## src/rtl/hazard_ctrl.sv

```systemverilog
// Pipeline hazard controller: per-latch enable/flush generation for stalls,
// redirects, load-use bubbles and halt, with saturating stall/flush counters.
module hazard_ctrl #(
  parameter int NSTAGES = 5,
  parameter int CNTW    = 16
) (
  input  logic              CLK,
  input  logic              RST,
  input  logic              ihit,
  input  logic              dmem_req,
  input  logic              dhit,
  input  logic              load_use,
  input  logic              redirect,
  input  logic [2:0]        redirect_stage,
  input  logic              halt,
  output logic              pc_en,
  output logic [NSTAGES-2:0] latch_en,
  output logic [NSTAGES-2:0] latch_flush,
  output logic              halted,
  output logic [CNTW-1:0]   stall_cnt,
  output logic [CNTW-1:0]   flush_cnt
);

  typedef enum logic {RUN = 1'b0, HALTED = 1'b1} state_t;

  localparam logic [2:0] LAST = 3'(NSTAGES - 1);

  state_t          r_state, w_state_nxt;
  logic            r_pend;
  logic [2:0]      r_pend_stage;
  logic            r_halt_pend;
  logic [CNTW-1:0] r_stall_cnt;
  logic [CNTW-1:0] r_flush_cnt;

  logic       w_mstall;
  logic [2:0] w_rs;
  logic [2:0] w_req_s;
  logic [2:0] w_pend_s;
  logic [2:0] w_s;
  logic       w_apply;
  logic       w_stall_any;

  assign w_mstall = dmem_req && !dhit;
  assign w_rs     = (redirect_stage == 3'd0 || redirect_stage > LAST) ? LAST : redirect_stage;
  assign w_req_s  = redirect ? w_rs : 3'd0;
  assign w_pend_s = r_pend ? r_pend_stage : 3'd0;
  assign w_s      = (w_req_s > w_pend_s) ? w_req_s : w_pend_s;

  always_comb begin
    pc_en       = 1'b1;
    latch_en    = '1;
    latch_flush = '0;
    halted      = 1'b0;
    w_apply     = 1'b0;
    if (RST) begin
      pc_en       = 1'b0;
      latch_en    = '0;
      latch_flush = '1;
    end else if (r_state == HALTED) begin
      pc_en    = 1'b0;
      latch_en = '0;
      halted   = 1'b1;
    end else if (w_mstall) begin
      pc_en    = 1'b0;
      latch_en = '0;
    end else if (redirect || r_pend) begin
      w_apply = 1'b1;
      for (int i = 0; i < NSTAGES - 1; i++) begin
        latch_flush[i] = (3'(i) < w_s);
      end
    end else if (load_use) begin
      pc_en          = 1'b0;
      latch_en[0]    = 1'b0;
      latch_flush[1] = 1'b1;
    end else if (!ihit) begin
      pc_en          = 1'b0;
      latch_flush[0] = 1'b1;
    end
  end

  assign w_stall_any = !pc_en || !(&latch_en);

  always_comb begin
    w_state_nxt = r_state;
    if (r_state == RUN && (halt || r_halt_pend) && !w_mstall) begin
      w_state_nxt = HALTED;
    end
  end

  always_ff @(posedge CLK) begin
    if (RST) begin
      r_state <= RUN;
    end else begin
      r_state <= w_state_nxt;
    end
  end

  // Redirects and halts seen during a memory stall are held until it releases.
  always_ff @(posedge CLK) begin
    if (RST) begin
      r_pend       <= 1'b0;
      r_pend_stage <= 3'd0;
      r_halt_pend  <= 1'b0;
    end else if (r_state == RUN) begin
      if (w_mstall) begin
        if (redirect) begin
          r_pend       <= 1'b1;
          r_pend_stage <= w_s;
        end
        if (halt) begin
          r_halt_pend <= 1'b1;
        end
      end else begin
        r_pend       <= 1'b0;
        r_pend_stage <= 3'd0;
        r_halt_pend  <= 1'b0;
      end
    end
  end

  always_ff @(posedge CLK) begin
    if (RST) begin
      r_stall_cnt <= '0;
      r_flush_cnt <= '0;
    end else if (r_state == RUN) begin
      if (w_stall_any && r_stall_cnt != '1) begin
        r_stall_cnt <= r_stall_cnt + CNTW'(1);
      end
      if (w_apply && r_flush_cnt != '1) begin
        r_flush_cnt <= r_flush_cnt + CNTW'(1);
      end
    end
  end

  assign stall_cnt = r_stall_cnt;
  assign flush_cnt = r_flush_cnt;

endmodule

```

## config.mk

```make
export PLATFORM = sky130hd
export DESIGN_NAME = hazard_ctrl
export DESIGN_NICKNAME = d
export VERILOG_FILES = /design/src/rtl/hazard_ctrl.sv
export SDC_FILE = /design/constraint.sdc
export NUM_CORES = 1
export LEC_CHECK = 0
export CAP_MARGIN = 20
export CORE_MARGIN = 1
export CORE_UTILIZATION = 54
export DETAILED_ROUTE_END_ITERATION = 8
export PLACE_DENSITY = 0.85
export SETUP_SLACK_MARGIN = 0.4
export SLEW_MARGIN = 20
export SYNTH_ARGS = -nofsm -noshare
export SYNTH_HDL_FRONTEND = slang
export SYNTH_SLANG_ARGS = --single-unit
```

## constraint.sdc

```tcl
create_clock -name CLK -period 7.8 [get_ports CLK]
set_clock_uncertainty 0.15 [all_clocks]
set_input_delay 1.56 -clock CLK [delete_from_list [all_inputs] [get_ports CLK]]
set_output_delay 1.56 -clock CLK [all_outputs]
set_load 0.01 [all_outputs]
```

==> metrics.md, run 1 <==
| Metric | Value |
|---|---|
| Status | finished, final reports clean |
| Worst Path Required | between 6000 and 7000 ps |
| DIE WIDTH | between 60 and 70 µm |
| Nets | 326 |
| Area Growth Syn to Fin | 26.0% |
| First-pass GRT wire length | 7.88 mm |
| Setup CP Type | in -> out |
| Net Count, Synth | 281 |
| CTS Hold Bufs | 0 |
| Num CTS Buffers | 5 |
| Peak supply drop | between 0.00008 and 0.00009 V |
| Async SR Flop Fraction | 0 |
| Clock Latency Late Sink | between 200 and 300 ps |
| Max Clk Rate | ~0.15 GHz |
| Hold Vio Cnt, Final | 0 |
| Placed insts | about 350 |
| Synth Area in Compound Gates | 0.147 |
| # Max-Cap Violations | 0 |
| Routability Congestion | approximately 0.81 |
| Post-synth EDFFs | 0 |
| Avg Inst Size Synth | between 8 and 9 µm² |
| Relative slew margins | 0.347 |
| Root Buffer | clkbuf_8 |
| Critical path arrival | 4800 ps |
| Core Region | 4000 µm² |
| Ys flop type | dfxtp_1 |
| GRT Total Usage | 0.232 |
| Die area | about 4400 µm² |
| Finished Layout Cells | ~360 |
| Mapped Area | between 2000 and 2500 µm² |
| TritonRoute pass-1 iters | 4 |
| Total grt overflow | 0 |
| Leak | around 0.99 nW |
| Post-route setup TNS | 0 ps |
| Number of antenna diodes | 0 |
| Initial core utilization | 0.563 |
| Critical Path Fanout Max | 5 |
| Hpwl dp | between 3 and 4 mm |
| Worst hold path class | reg -> reg |
| Mux share of post-synthesis cell area | 0.0278 |
| Routed wire length per instance | between 10 and 15 µm |
| RSZ-0062 raised after global routing | false |
| CTS Sinks | 38 |
| Main combinational cell family by area after synthesis | simple AND/OR/NAND/NOR gates |
| Post-CTS sizing | 0 |
| Crit share post-route | 0.835 |
| Initial antenna violation count | 0 |
| Htree depth | 2 |
| Via density | about 5.9 |
| Via Count | between 2,000 and 2,500 |
| Cell count after synthesis | between 200 and 300 |
| Routed WL | about 4.9 mm |
| CP endpoint kind | primary output |
| CTS clk-pin slew, worst paths | around 70 ps |
| Starting DRC count in detailed routing | 96 |
| Largest net degree at the start of global routing | 52 |
| Clock Tree Buf Depth | 2 |
| TritonCTS clock tree | done |
| Layout cells sized above 1 | 0.0809 |
| Synth Register Bits | 38 |
| Input/output buffers | 52 |
| Xor-xnor portion of the synthesized cell area | 0.0583 |
| Setup bufs post-CTS | 0 |
| # DRC | 0 |
| I/O pin total | 53 |
| # setup viols final | 0 |
| YS warnings | 0 |
| Cell area power density | 143 nW/µm² |
| Vias in the first global route | around 1,800 |
| Register area share after synthesis | 0.338 |
| Slew Viols, Final | 0 |
| Simple-gate share of the synthesized area | 0.354 |
| Final Critical Period | approximately 6500 ps |
| DRT antenna net count | 0 |
| Worst Tran Pin Value | between 900 and 1000 ps |
| Startpoint Class | primary input |
| Unique masters post-synth | 56 |
| Post-Synth Adder-Cell Area | 0.0333 |
| # rows | 23 |
| Die Height | between 60 and 70 µm |
-- cells by family after synthesis --
family,Yosys count
and+or+nand+nor,130
AOI/OAI and AO/OA,48
DFF,38
buffers and inverters,21
xor gates and xnor gates,15
muxes,6
adders and majority gates,6
-- final timing paths --
| path | from | endpoint | slack (ps) | cells after the start |
|---|---|---|---|---|
| setup / recovery | redirect_stage[0] | latch_flush[1] | 1290 | 12 |
| hold / removal | r_halt_pend | r_state | 360 | 2 |
| setup reg to reg | r_state | stall_cnt[12] | 5280 | 4 |
| hold reg to reg | r_halt_pend | r_state | 360 | 2 |
-- layout make-up --
cell class,instances,area (µm²)
multi-input cells,205,1400
fillers,342,1160
flip-flops and latches,38,761
repair buffers,52,515
clock buffers,7,76.3
well taps,50,62.6
inverters,7,26.3
-- power by group --
group	leakage, nW	internal, mW	switching (mW)
logic	0.642	0.0361	0.0353
registers	0.307	0.199	0.0110
clock network	0.0383	0.0615	0.0635
-- through the flow --
step                hold slack (ps)  setup WS [ps]  power [mW]   util  cell area (µm²)
detailed placement              349           1300       0.286  0.691             2760
global route                    390           1090       0.426  0.710             2840
floorplan                       303           2450       0.257      -             2250
finish                          362           1290       0.407  0.710             2840
global placement                319           1440       0.284  0.691             2760
CTS                             363           1290       0.410  0.710             2840
-- worst max-delay path: stages --
cell and delay (ps):
clkdlybuf4s50_1 420, or2_2 300, ha_1 280, nand3b_1 230, inv_1 100, ha_1 240
and3_1 150, a21oi_1 430, mux2i_1 330, nor3_1 70, o21bai_1 140, clkdlybuf4s50_1 550
-- registers in the layout, indices dropped and copies added, names as in the netlist --
| signal | cells |
|---|---|
| stall_cnt | 16 |
| r_pend_stage | 3 |
| r_state | 1 |
| r_halt_pend | 1 |
| flush_cnt | 16 |
| r_pend | 1 |
-- synthesized netlist by cell type, drive strengths merged, types with 7 or more instances --
master  number  share of area
a21oi       14          0.031
and3         7          0.019
buf          8          0.021
dfxtp       38           0.34
inv          7          0.012
nand2       12          0.020
nand3        9          0.020
nand4       12          0.040
nor2        36          0.067
nor3        11          0.027
nor4         8          0.032
o21ai       11          0.024
xnor2       10          0.039
-- metal layers --
layer / track usage / up-vias / wire length, µm
li1: - / 1056 / -
met1: 0.289 / 1009 / 2270
met2: 0.394 / 46 / 2350
met3: 0.0462 / 6 / 202
met4: 0.0824 / 0 / 68
met5: 0 / - / 0
-- cell usage in the layout (no fill, tap or decap), types with 4 or more instances in the layout --
master and count:
xor2_1 5, xnor2_1 10, a21oi_1 14, nand2b_1 4
nor2b_1 4, clkbuf_8 5, nor4_1 6, nand4_1 11
dfxtp_1 38, ha_1 6, and4_1 6, inv_1 7
clkdlybuf4s50_1 51, nor3_1 10, nand2_1 12, nand3_1 9
nor2_1 34, nand3b_1 4, mux2i_1 4, and3_1 7
o21ai_0 11
No activity file was read; power rests on OpenSTA's default activity.
==> inputs of run 2 (changes only) <==
--- a/config.mk
+++ b/config.mk
@@ -7,9 +7,9 @@
 export LEC_CHECK = 0
 export CAP_MARGIN = 20
 export CORE_MARGIN = 1
-export CORE_UTILIZATION = 54
+export CORE_UTILIZATION = 45
 export DETAILED_ROUTE_END_ITERATION = 8
-export PLACE_DENSITY = 0.85
+export PLACE_DENSITY = 0.75
 export SETUP_SLACK_MARGIN = 0.4
 export SLEW_MARGIN = 20
 export SYNTH_ARGS = -nofsm -noshare
==> constraint.sdc (replaced) <==
create_clock -name CLK -period 5.7 [get_ports CLK]
set_clock_uncertainty 0.15 [all_clocks]
set_input_delay 1.14 -clock CLK [delete_from_list [all_inputs] [get_ports CLK]]
set_output_delay 1.14 -clock CLK [all_outputs]
set_load 0.01 [all_outputs]
==> run 2 against run 1 <==
  * Global-route usage down 3.9 points
  * Clock power up 120%
  * Largest power group unchanged
  * Highest routed layer unchanged
  * Power up 62%
  * Critical endpoint is now latch_flush[3]
  * Critical path type unchanged
  * Sequential power up 37%
==> metrics.md, run 2 (synthesis gave the netlist of run 1 again) <==
| Metric | Value |
|---|---|
| Status | finished, final reports clean |
| R2r endpoint | stall_cnt[12] |
| Critical Path Fanout Max | 5 (unchanged) |
| First-pass GRT wire length | 8.09 mm (+2.6%) |
| Clock Tree Buf Depth | 2 (unchanged) |
| Number of antenna diodes | 0 (unchanged) |
| Worst Path Required | 4410 ps (-1680 ps) |
| Peak supply drop | 0.000130 V (+54%) |
| RSZ-0062 raised after global routing | false |
| # rows | 25 (+8.7%) |
| Nets | 330 (+1.2%) |
| Register area | 761 µm² (unchanged) |
| Min-delay src | r_halt_pend |
| DIE WIDTH | 72.8 µm (+9.3%) |
| GRT Total Usage | 0.193 (-0.0393) |
| Worst hold path class | reg -> reg |
| Crit-path slowest cell | clkdlybuf4s50_1 |
| # setup viols final | 0 (unchanged) |
| Slew Viols, Final | 0 (unchanged) |
| Total grt overflow | 0 (unchanged) |
| Fill cell count | 435 (+27%) |
| R2R setup slack | 3220 ps (-2060 ps) |
| CP endpoint kind | primary output |
| Worst path cell trace | clkdlybuf4s50_1 > or2_2 > ha_1 > nand3b_1 > inv_1 > ha_1 > nand3b_1 > a21boi_0 > a41o_1 > a21o_1 > clkdlybuf4s50_1 |
| Routed wire length per instance | 12.9 µm (-5.4%) |
| Post-route setup TNS | 0 ps (unchanged) |
| Worst Tran Pin Value | 958 ps (-21.6 ps) |
| Commonest non-fill, non-tap cells in the layout | 48 x clkdlybuf4s50_1, 38 x dfxtp_1, 34 x nor2_1, 14 x a21oi_1, 12 x nand2_1 |
| Initial core utilization | 0.471 (-0.0925) |
| TritonRoute pass-1 iters | 4 (unchanged) |
| Critical path arrival | 3800 ps (-1000 ps) |
| I/O pin total | 53 (unchanged) |
| Die area | 5290 µm² (+19%) |
| CTS Sinks | 38 (unchanged) |
| Root Buffer | clkbuf_8 |
| Hold path cells | 2 (unchanged) |
| Reg2reg path depth | 5 (+1) |
| Die Height | 72.8 µm (+9.3%) |
| Via density | 5.45 (-7.6%) |
| Multi-input logic area | 1400 µm² (+0.27%) |
| Routability Congestion | 0.849 (+4.4%) |
| Relative slew margins | 0.360 (+0.0136) |
| Commonest non-fill, non-tap cell in the layout | clkdlybuf4s50_1 |
| Hpwl dp | 3.48 mm (-3.2%) |
| CP max stage delay | 470 ps (-80 ps) |
| Routed WL | 4.92 mm (+0.41%) |
| CTS Hold Bufs | 0 (unchanged) |
| Max Clk Rate | between 0.15 and 0.2 GHz |
| Crit share post-route | 0.892 |
| Input/output buffers | 52 (unchanged) |
| Vias in the first global route | 1,770 (-0.056%) |
| Starting DRC count in detailed routing | 182 (+90%) |
| Largest net degree at the start of global routing | 52 (unchanged) |
| TritonCTS clock tree | done |
| Startpoint Class | primary input |
| # DRC | 0 (unchanged) |
| Layout cells sized above 1 | 0.105 (+0.0242) |
| CTS clk-pin slew, worst paths | 70 ps (about the same) |
| Leak | 1.05 nW (+5.9%) |
| Area Growth Syn to Fin | 31.1% |
| # Max-Cap Violations | 0 (unchanged) |
| Final Critical Period | about 5100 ps |
| Hold Vio Cnt, Final | 0 (unchanged) |
| Via Count | 2,075 (-2.0%) |
| Total power | 0.659 mW (+62%) |
| RR Startpoint | r_state |
| Hold EP | r_state |
| Htree depth | 2 (unchanged) |
| Core Region | 4790 µm² (+20%) |
| DRT antenna net count | 0 (unchanged) |
| Initial antenna violation count | 0 (unchanged) |
| Num CTS Buffers | 5 (unchanged) |
| Clock Latency Late Sink | 290 ps (about the same) |
| Setup CP Type | in -> out |
| Cell area power density | 223 nW/µm² (+56%) |
## run 2: cell types whose count changed in the layout (fill, tap and decap cells not counted), moves of 2 or more
cell and change:
dlygate4sd2_1 +2, clkdlybuf4s50_1 -3, buf_4 +4, clkbuf_1 -2, bufinv_16 +2
## run 2: routing by layer
metal | part of all wire | GRT usage
met1 | 0.47 | 0.255
met3 | 0.052 | 0.0456
met5 | 0 | 0
met4 | 0.0098 | 0.0654
met2 | 0.47 | 0.309
## run 2: how the worst max path moves through the flow
stage	startpoint	to	slack, ps	cells past startpoint
floorplan	redirect_stage[0]	latch_flush[1]	1190	9
global placement	redirect_stage[0]	latch_flush[1]	360	12
detailed placement	redirect_stage[0]	latch_flush[1]	310	12
CTS	redirect_stage[0]	latch_flush[2]	430	12
global route	redirect_stage[0]	latch_flush[1]	460	12
finish	redirect_stage[0]	latch_flush[3]	610	11
## run 2: worst max-delay path, delay by kind of cell
| kind | cells | cell delay [ps] |
|---|---|---|
| buffers and inverters | 3 | 960 |
| and+or+nand+nor | 3 | 610 |
| AOI/OAI and AO/OA | 3 | 570 |
| adders and majority gates | 2 | 510 |
## run 2: what timing repair did
item / 4_1_cts / 5_1_grt
setup buffers: 2 / 0
setup endpoints to repair: 3 / 1
gates resized for setup: 3 / 1
hold endpoints to repair: 0 / 0
## run 2: through the flow
stage	utilization	hold slack [ps]	worst slack (ps)	cells	area, µm²
5_1_grt	0.618	367	458	381	2960
3_5_place_dp	0.585	320	306	371	2800
6_report	0.618	339	614	381	2960
2_1_floorplan	-	303	1190	264	2250
4_1_cts	0.617	342	425	381	2950
3_3_place_gp	0.585	327	363	371	2800
## run 2: power by group
group          switching (mW)  internal [mW]
clock                  0.0972          0.175
combinational          0.0482         0.0507
sequential             0.0156          0.272
## run 2: area by class of cell
type / instances / area share
multi-input cells: 205 / 0.474
flip-flops and latches: 38 / 0.257
repair buffers: 56 / 0.185
well taps: 67 / 0.0284
clock buffers: 5 / 0.0233
clock inverters: 3 / 0.0233
inverters: 7 / 0.00889
